$ cat src/rtl/vscale_fetch_unit.sv
// Instruction-fetch stage: owns the fetch PC, issues sequential imem
// requests under a credit rule, buffers responses in a small FIFO and
// presents the head entry to DX. A redirect flushes the buffer and turns
// every in-flight response into one that is silently dropped.
module vscale_fetch_unit #(
  parameter int XPR_LEN = 32,
  parameter int BUF_DEPTH = 2,
  parameter int MAX_OUTSTANDING = 2,
  parameter logic [XPR_LEN-1:0] RESET_PC = 32'h200
) (
  input  logic               clk,
  input  logic               reset,
  input  logic               redirect,
  input  logic [XPR_LEN-1:0] redirect_PC,
  input  logic               stall_DX,
  output logic               imem_req_valid,
  input  logic               imem_req_ready,
  output logic [XPR_LEN-1:0] imem_req_addr,
  input  logic               imem_resp_valid,
  input  logic [31:0]        imem_resp_data,
  input  logic               imem_resp_error,
  output logic               inst_valid_IF,
  output logic [31:0]        inst_IF,
  output logic [XPR_LEN-1:0] PC_IF,
  output logic [1:0]         fault_IF,
  output logic               stall_IF
);

  localparam int PTR_W = (BUF_DEPTH > 1) ? $clog2(BUF_DEPTH) : 1;
  localparam int CNT_W = $clog2(BUF_DEPTH + 1);
  localparam int OUT_W = $clog2(MAX_OUTSTANDING + 1);
  localparam logic [31:0] NOP = 32'h13;

  logic [XPR_LEN-1:0] fetch_pc, fetch_pc_n;
  logic [XPR_LEN-1:0] resp_pc, resp_pc_n;
  logic [PTR_W-1:0]   head, head_n, tail, tail_n;
  logic [CNT_W-1:0]   count, count_n;
  logic [OUT_W-1:0]   live_cnt, live_n, drop_cnt, drop_n;
  logic               misalign, misalign_n;
  logic               stale_req, stale_n;
  logic               req_valid_n;
  logic [XPR_LEN-1:0] req_addr_n;

  logic [XPR_LEN-1:0] buf_pc   [BUF_DEPTH];
  logic [31:0]        buf_data [BUF_DEPTH];
  logic               buf_err  [BUF_DEPTH];

  logic hs, hs_live, hs_stale, resp_live, buf_pop, buf_valid;

  // A stale request is one raised before a redirect; its reply is junk.
  assign hs        = imem_req_valid & imem_req_ready;
  assign hs_live   = hs & ~stale_req;
  assign hs_stale  = hs & stale_req;
  assign resp_live = imem_resp_valid & (drop_cnt == '0) & ~redirect;
  assign buf_valid = (count != '0);
  assign buf_pop   = buf_valid & ~misalign & ~stall_DX & ~redirect;

  // Next-state bookkeeping for PCs, FIFO pointers and in-flight counters.
  always_comb begin
    fetch_pc_n = fetch_pc;
    resp_pc_n  = resp_pc;
    head_n     = head;
    tail_n     = tail;
    count_n    = count;
    live_n     = live_cnt;
    drop_n     = drop_cnt;
    misalign_n = misalign;
    stale_n    = stale_req;
    if (redirect) begin
      fetch_pc_n = redirect_PC;
      resp_pc_n  = redirect_PC;
      head_n     = '0;
      tail_n     = '0;
      count_n    = '0;
      live_n     = '0;
      drop_n     = drop_cnt + live_cnt + OUT_W'(hs) - OUT_W'(imem_resp_valid);
      misalign_n = (redirect_PC[1:0] != 2'b00);
      stale_n    = imem_req_valid & ~hs;
    end else begin
      if (hs_live) fetch_pc_n = fetch_pc + XPR_LEN'(4);
      if (resp_live) begin
        resp_pc_n = resp_pc + XPR_LEN'(4);
        tail_n    = tail + PTR_W'(1);
      end
      if (buf_pop) head_n = head + PTR_W'(1);
      count_n = count + CNT_W'(resp_live) - CNT_W'(buf_pop);
      live_n  = live_cnt + OUT_W'(hs_live) - OUT_W'(resp_live);
      drop_n  = drop_cnt + OUT_W'(hs_stale) - OUT_W'(imem_resp_valid & (drop_cnt != '0));
      stale_n = stale_req & ~hs;
    end
  end

  // Hold an unaccepted request; otherwise raise one if credits allow.
  always_comb begin
    req_valid_n = 1'b0;
    req_addr_n  = imem_req_addr;
    if (imem_req_valid && !hs) begin
      req_valid_n = 1'b1;
    end else if (!misalign_n
                 && (int'(count_n) + int'(live_n) < BUF_DEPTH)
                 && (int'(live_n) + int'(drop_n) < MAX_OUTSTANDING)) begin
      req_valid_n = 1'b1;
      req_addr_n  = fetch_pc_n;
    end
  end

  // Control state register with asynchronous active-low reset.
  always_ff @(posedge clk or negedge reset) begin
    if (!reset) begin
      fetch_pc       <= RESET_PC;
      resp_pc        <= RESET_PC;
      head           <= '0;
      tail           <= '0;
      count          <= '0;
      live_cnt       <= '0;
      drop_cnt       <= '0;
      misalign       <= 1'b0;
      stale_req      <= 1'b0;
      imem_req_valid <= 1'b0;
      imem_req_addr  <= RESET_PC;
    end else begin
      fetch_pc       <= fetch_pc_n;
      resp_pc        <= resp_pc_n;
      head           <= head_n;
      tail           <= tail_n;
      count          <= count_n;
      live_cnt       <= live_n;
      drop_cnt       <= drop_n;
      misalign       <= misalign_n;
      stale_req      <= stale_n;
      imem_req_valid <= req_valid_n;
      imem_req_addr  <= req_addr_n;
    end
  end

  // FIFO storage; contents are only meaningful while counted as valid.
  always_ff @(posedge clk) begin
    if (resp_live) begin
      buf_pc[tail]   <= resp_pc;
      buf_data[tail] <= imem_resp_data;
      buf_err[tail]  <= imem_resp_error;
    end
  end

  // Head presentation: misaligned target wins, then FIFO head, else NOP.
  always_comb begin
    inst_valid_IF = misalign | buf_valid;
    inst_IF       = NOP;
    PC_IF         = fetch_pc;
    fault_IF      = 2'b00;
    if (misalign) begin
      fault_IF = 2'b10;
    end else if (buf_valid) begin
      inst_IF  = buf_data[head];
      PC_IF    = buf_pc[head];
      fault_IF = buf_err[head] ? 2'b01 : 2'b00;
    end
    stall_IF = ~inst_valid_IF;
  end

  push_no_overflow: assert property (@(posedge clk) disable iff (!reset)
    resp_live |-> (int'(count) < BUF_DEPTH || buf_pop));

  resp_was_requested: assert property (@(posedge clk) disable iff (!reset)
    imem_resp_valid |-> (live_cnt != '0 || drop_cnt != '0));

endmodule

$ cat config.mk
export PLATFORM = sky130hd
export DESIGN_NAME = vscale_fetch_unit
export DESIGN_NICKNAME = d
export VERILOG_FILES = /design/src/rtl/vscale_fetch_unit.sv
export SDC_FILE = /design/constraint.sdc
export NUM_CORES = 1
export LEC_CHECK = 0
export ABC_AREA = 0
export CAP_MARGIN = 20
export CORE_MARGIN = 2
export CORE_UTILIZATION = 50
export CTS_BUF_LIST = sky130_fd_sc_hd__clkbuf_4 sky130_fd_sc_hd__clkbuf_8
export CTS_CLUSTER_DIAMETER = 100
export DETAILED_ROUTE_END_ITERATION = 10
export PLACE_DENSITY = 0.76
export SLEW_MARGIN = 5
export SYNTH_ARGS = -nofsm -noshare
export SYNTH_HDL_FRONTEND = slang
export SYNTH_SLANG_ARGS = --single-unit
$ cat constraint.sdc
create_clock -name clk -period 4.21 [get_ports clk]
set_clock_uncertainty 0.2 [all_clocks]
set_input_delay 0.842 -clock clk [delete_from_list [all_inputs] [get_ports clk]]
set_output_delay 0.842 -clock clk [all_outputs]
set_load 0.005 [all_outputs]
==> results.cfg <==
[final_layout]
nets = 1148
fin_area_um2 = 13700
multi_input_area_um2 = 3850
drive_gt1_share_pct = 13.2
area_delta_synth_final_pct = 29.7
diodes = 0
register_area_um2 = 6590
fillers = 1600

[critical_path]
cp.required_ns = 4.42
slowest_stage = clkdlybuf4s50_1
crit_path_start_kind = primary input
max_stage_delay_ns = 0.48
critical_path_class = primary input to flop
endpoint_kind = flop
cp_common_cell = inv_1
path_delay_family = simple AND/OR/NAND/NOR gates
rrSetupSlack_ns = 0.19
critPathMaxFanout = 7
path_cells = clkdlybuf4s50_1, and3b_1, inv_1, ha_4, inv_1, ha_2, xor2_2, xnor2_1, or2_4, inv_4, fa_1, nor2_2, nand4_1, nor2_4, buf_6, mux2_4
crit_buf_inv = 5
arrival_ns = 4.27

[routing]
ant_nets = 0
post_drt_wl_per_cell_um = 19.7
wl_um = 27000
drc = 0
first_iter_violations = 633
routed_via_density = 5.55
drt_pass1_iterations = 5
route.vias.total = 7606

[power]
pwr-share-clk_pct = 30.1
swShare_pct = 28.2
combPwrFrac_pct = 24.9
power.leakage_nw = 5.05
powerDensity_nw_per_um2 = 501
max-vdd-ir-drop_uv = 287
power_switching_mw = 1.94
pwr-share-seq_pct = 45.0
p_int_mw = 4.93

[floorplan]
die_h_um = 149
die_w_um = 149
die-area_um2 = 22300
std_cell_rows = 53
coreArea_um2 = 20900
io_pins = 172
initial_core_util_pct = 50.6

[clock_tree]
clockRootBuffer = clkbuf_8
cts-hold-fix-buffers = 0
clockBufferDepth = 3
clk_pin_slew_ns = 0.06
cts-htree-levels = 2
worstSkewPairLatency_ns = 0.52
cts_buffers = 38
cts_tree = done
cts_sinks = 237

[grt]
antenna_found_initial = 0
grt_use_total_pct = 23.7
grt_overflow_total = 0
grt_first_pass_wirelength_um = 41000
grt_max_degree = 100
first_global_vias = 7518

[place]
gp_congestion = 0.860
hpwlAfterDp_um = 17700
placed_area_um2 = 12700
portBuffers = 171
dpl_worst_slack_ns = -0.464

[sta]
timing.final.crit_share_pct = 96.6
slew_headroom_pct = 32.2
maxSlewViolCount = 0
finalCriticalPeriod_ns = 4.07
finalHoldViolCount = 0
setup_viol = 0
fmax_mhz = 246
setup_ws_ns = 0.142
tightest_slew_ns = 1.02
timing.hold.ws_ns = 0.255

[synth]
async_flop_share_pct = 45.1
synth_seq_cells = 237
seq_area_frac_synth_pct = 62.3
synth_edf_count = 130
netlist_instances = 867
yosys_warnings = 0
synth.avg_cell_area_um2 = 12.2
synth_nets = 950
synth-main-ff-cell = edfxtp_1
synth.distinct_cells = 60
synth.cell_area_um2 = 10600

[outcome]
status = completed

[min_path]
hold_path_class = primary input to asynchronous set/reset pin

[run]
cap_violations = 0
[cell usage in the layout (no fill, tap or decap), types with 5 or more instances in the layout]
cell type / count
a21boi_0: 10
a21oi_1: 41
and3_1: 10
buf_12: 6
buf_4: 20
clkbuf_4: 19
clkbuf_8: 48
clkdlybuf4s50_1: 168
dfrtp_1: 103
edfxtp_1: 130
ha_1: 7
inv_1: 16
mux2_4: 6
mux2i_1: 68
nand2_1: 74
nand2b_1: 7
nand3_1: 18
nand4_1: 18
nor2_1: 91
nor2b_1: 5
nor3_1: 14
nor4_1: 15
o21ai_0: 40
o31a_1: 5
o31ai_1: 13
or3_1: 5
xnor2_1: 33
xor2_1: 24
[layout make-up]
type	count	share of cell area, %
flip-flops and latches	237	48.1
multi-input cells	570	28.1
repair buffers	199	14.8
clock buffers	67	5.86
well taps	275	2.51
inverters	19	0.539
clock inverters	3	0.100
[path summary, 6_finish.rpt]
| path | from | endpoint | cells after the start |
|---|---|---|---|
| hold reg to reg | resp_pc[0] | buf_pc[0][0] | 0 |
| max in group asynchronous | reset | imem_req_addr[9] | 2 |
| setup / recovery | imem_req_ready | imem_req_addr[4] | 16 |
| setup reg to reg | drop_cnt[1] | imem_req_addr[4] | 15 |
| hold / removal | reset | resp_pc[28] | 1 |
| min in group clk | resp_pc[0] | buf_pc[0][0] | 0 |
[registers in the layout, indices dropped and copies added, names as in the netlist]
signal / flops
imem_req_valid: 1
stale_req: 1
head: 1
buf_data: 64
misalign: 1
live_cnt: 2
imem_req_addr: 32
resp_pc: 32
buf_err: 2
count: 2
drop_cnt: 2
buf_pc: 64
fetch_pc: 32
tail: 1
[worst register-to-register path, cell delays in order, from the launching register on]
cell and delay (ns):
dfrtp_1 0.46, or3b_4 0.44, nor2_4 0.16, ha_4 0.21, inv_1 0.05, ha_2 0.18
xor2_2 0.17, xnor2_1 0.11, or2_4 0.28, inv_4 0.06, fa_1 0.41, nor2_2 0.14
nand4_1 0.24, nor2_4 0.30, buf_6 0.19, mux2_4 0.31
[repair_timing]
action | 4_1_cts | 5_1_grt
gates resized for setup | 0 | 22
endpoints found under the setup margin | 0 | 32
buffers inserted | 0 | 1
[power groups by stage]
stage / Clock [mW] / Sequential [mW] / Combinational, mW
floorplan: 0 / 3.03 / 0.776
global placement: 0 / 3.12 / 1.48
detailed placement: 0 / 3.12 / 1.54
CTS: 2.10 / 3.08 / 1.55
global route: 2.22 / 3.12 / 1.86
finish: 2.07 / 3.09 / 1.71
[cell families after synthesis]
family | after synthesis | synth area share [%]
AND/OR/NAND/NOR | 291 | 13.9
AO/OA/AOI/OAI | 129 | 7.44
flip-flops | 237 | 62.3
adder cells (fa/ha/maj) | 12 | 1.63
multiplexers | 78 | 7.51
XOR/XNOR | 58 | 4.81
buffers and inverters | 62 | 2.37
[stage by stage]
step	instances	TNS, ns	utilization (%)	power, mW
global route	1370	-0.145	65.6	7.19
finish	1370	0	65.6	6.86
global placement	1295	-10.33	60.9	4.60
CTS	1365	0	64.9	6.73
detailed placement	1295	-12.92	60.9	4.66
floorplan	867	-0.00862	-	3.80
[synth_stat cells, types with 4 or more instances]
cell        n  area [um2]
a21boi_0   10        75.1
a21oi_1    41         205
and3_1     11        68.8
buf_1       9        33.8
buf_2       5        25.0
clkbuf_1   27         101
dfrtp_1   104        2600
edfxtp_1  130        3900
ha_1        9         113
inv_1      19        71.3
mux2_2     10         113
mux2i_1    68         681
nand2_1    74         278
nand2b_1    7        43.8
nand3_1    18        90.1
nand4_1    18         113
nor2_1     95         357
nor2b_1     5        31.3
nor3_1     14        70.1
nor4_1     15        93.8
o21a_1      4        30.0
o21ai_0    40         200
o31a_1      5        43.8
o31ai_1    13        97.6
or3_1       6        37.5
xnor2_1    33         289
xor2_1     25         219
[layer usage]
layer,track usage (%),up-vias,share of wire (%)
li1,-,3538,-
met1,33.3,3705,44
met2,37.8,319,47
met3,4.56,44,7.2
met4,6.67,0,1.9
met5,0,-,0
(Power assumes the default switching activity.)
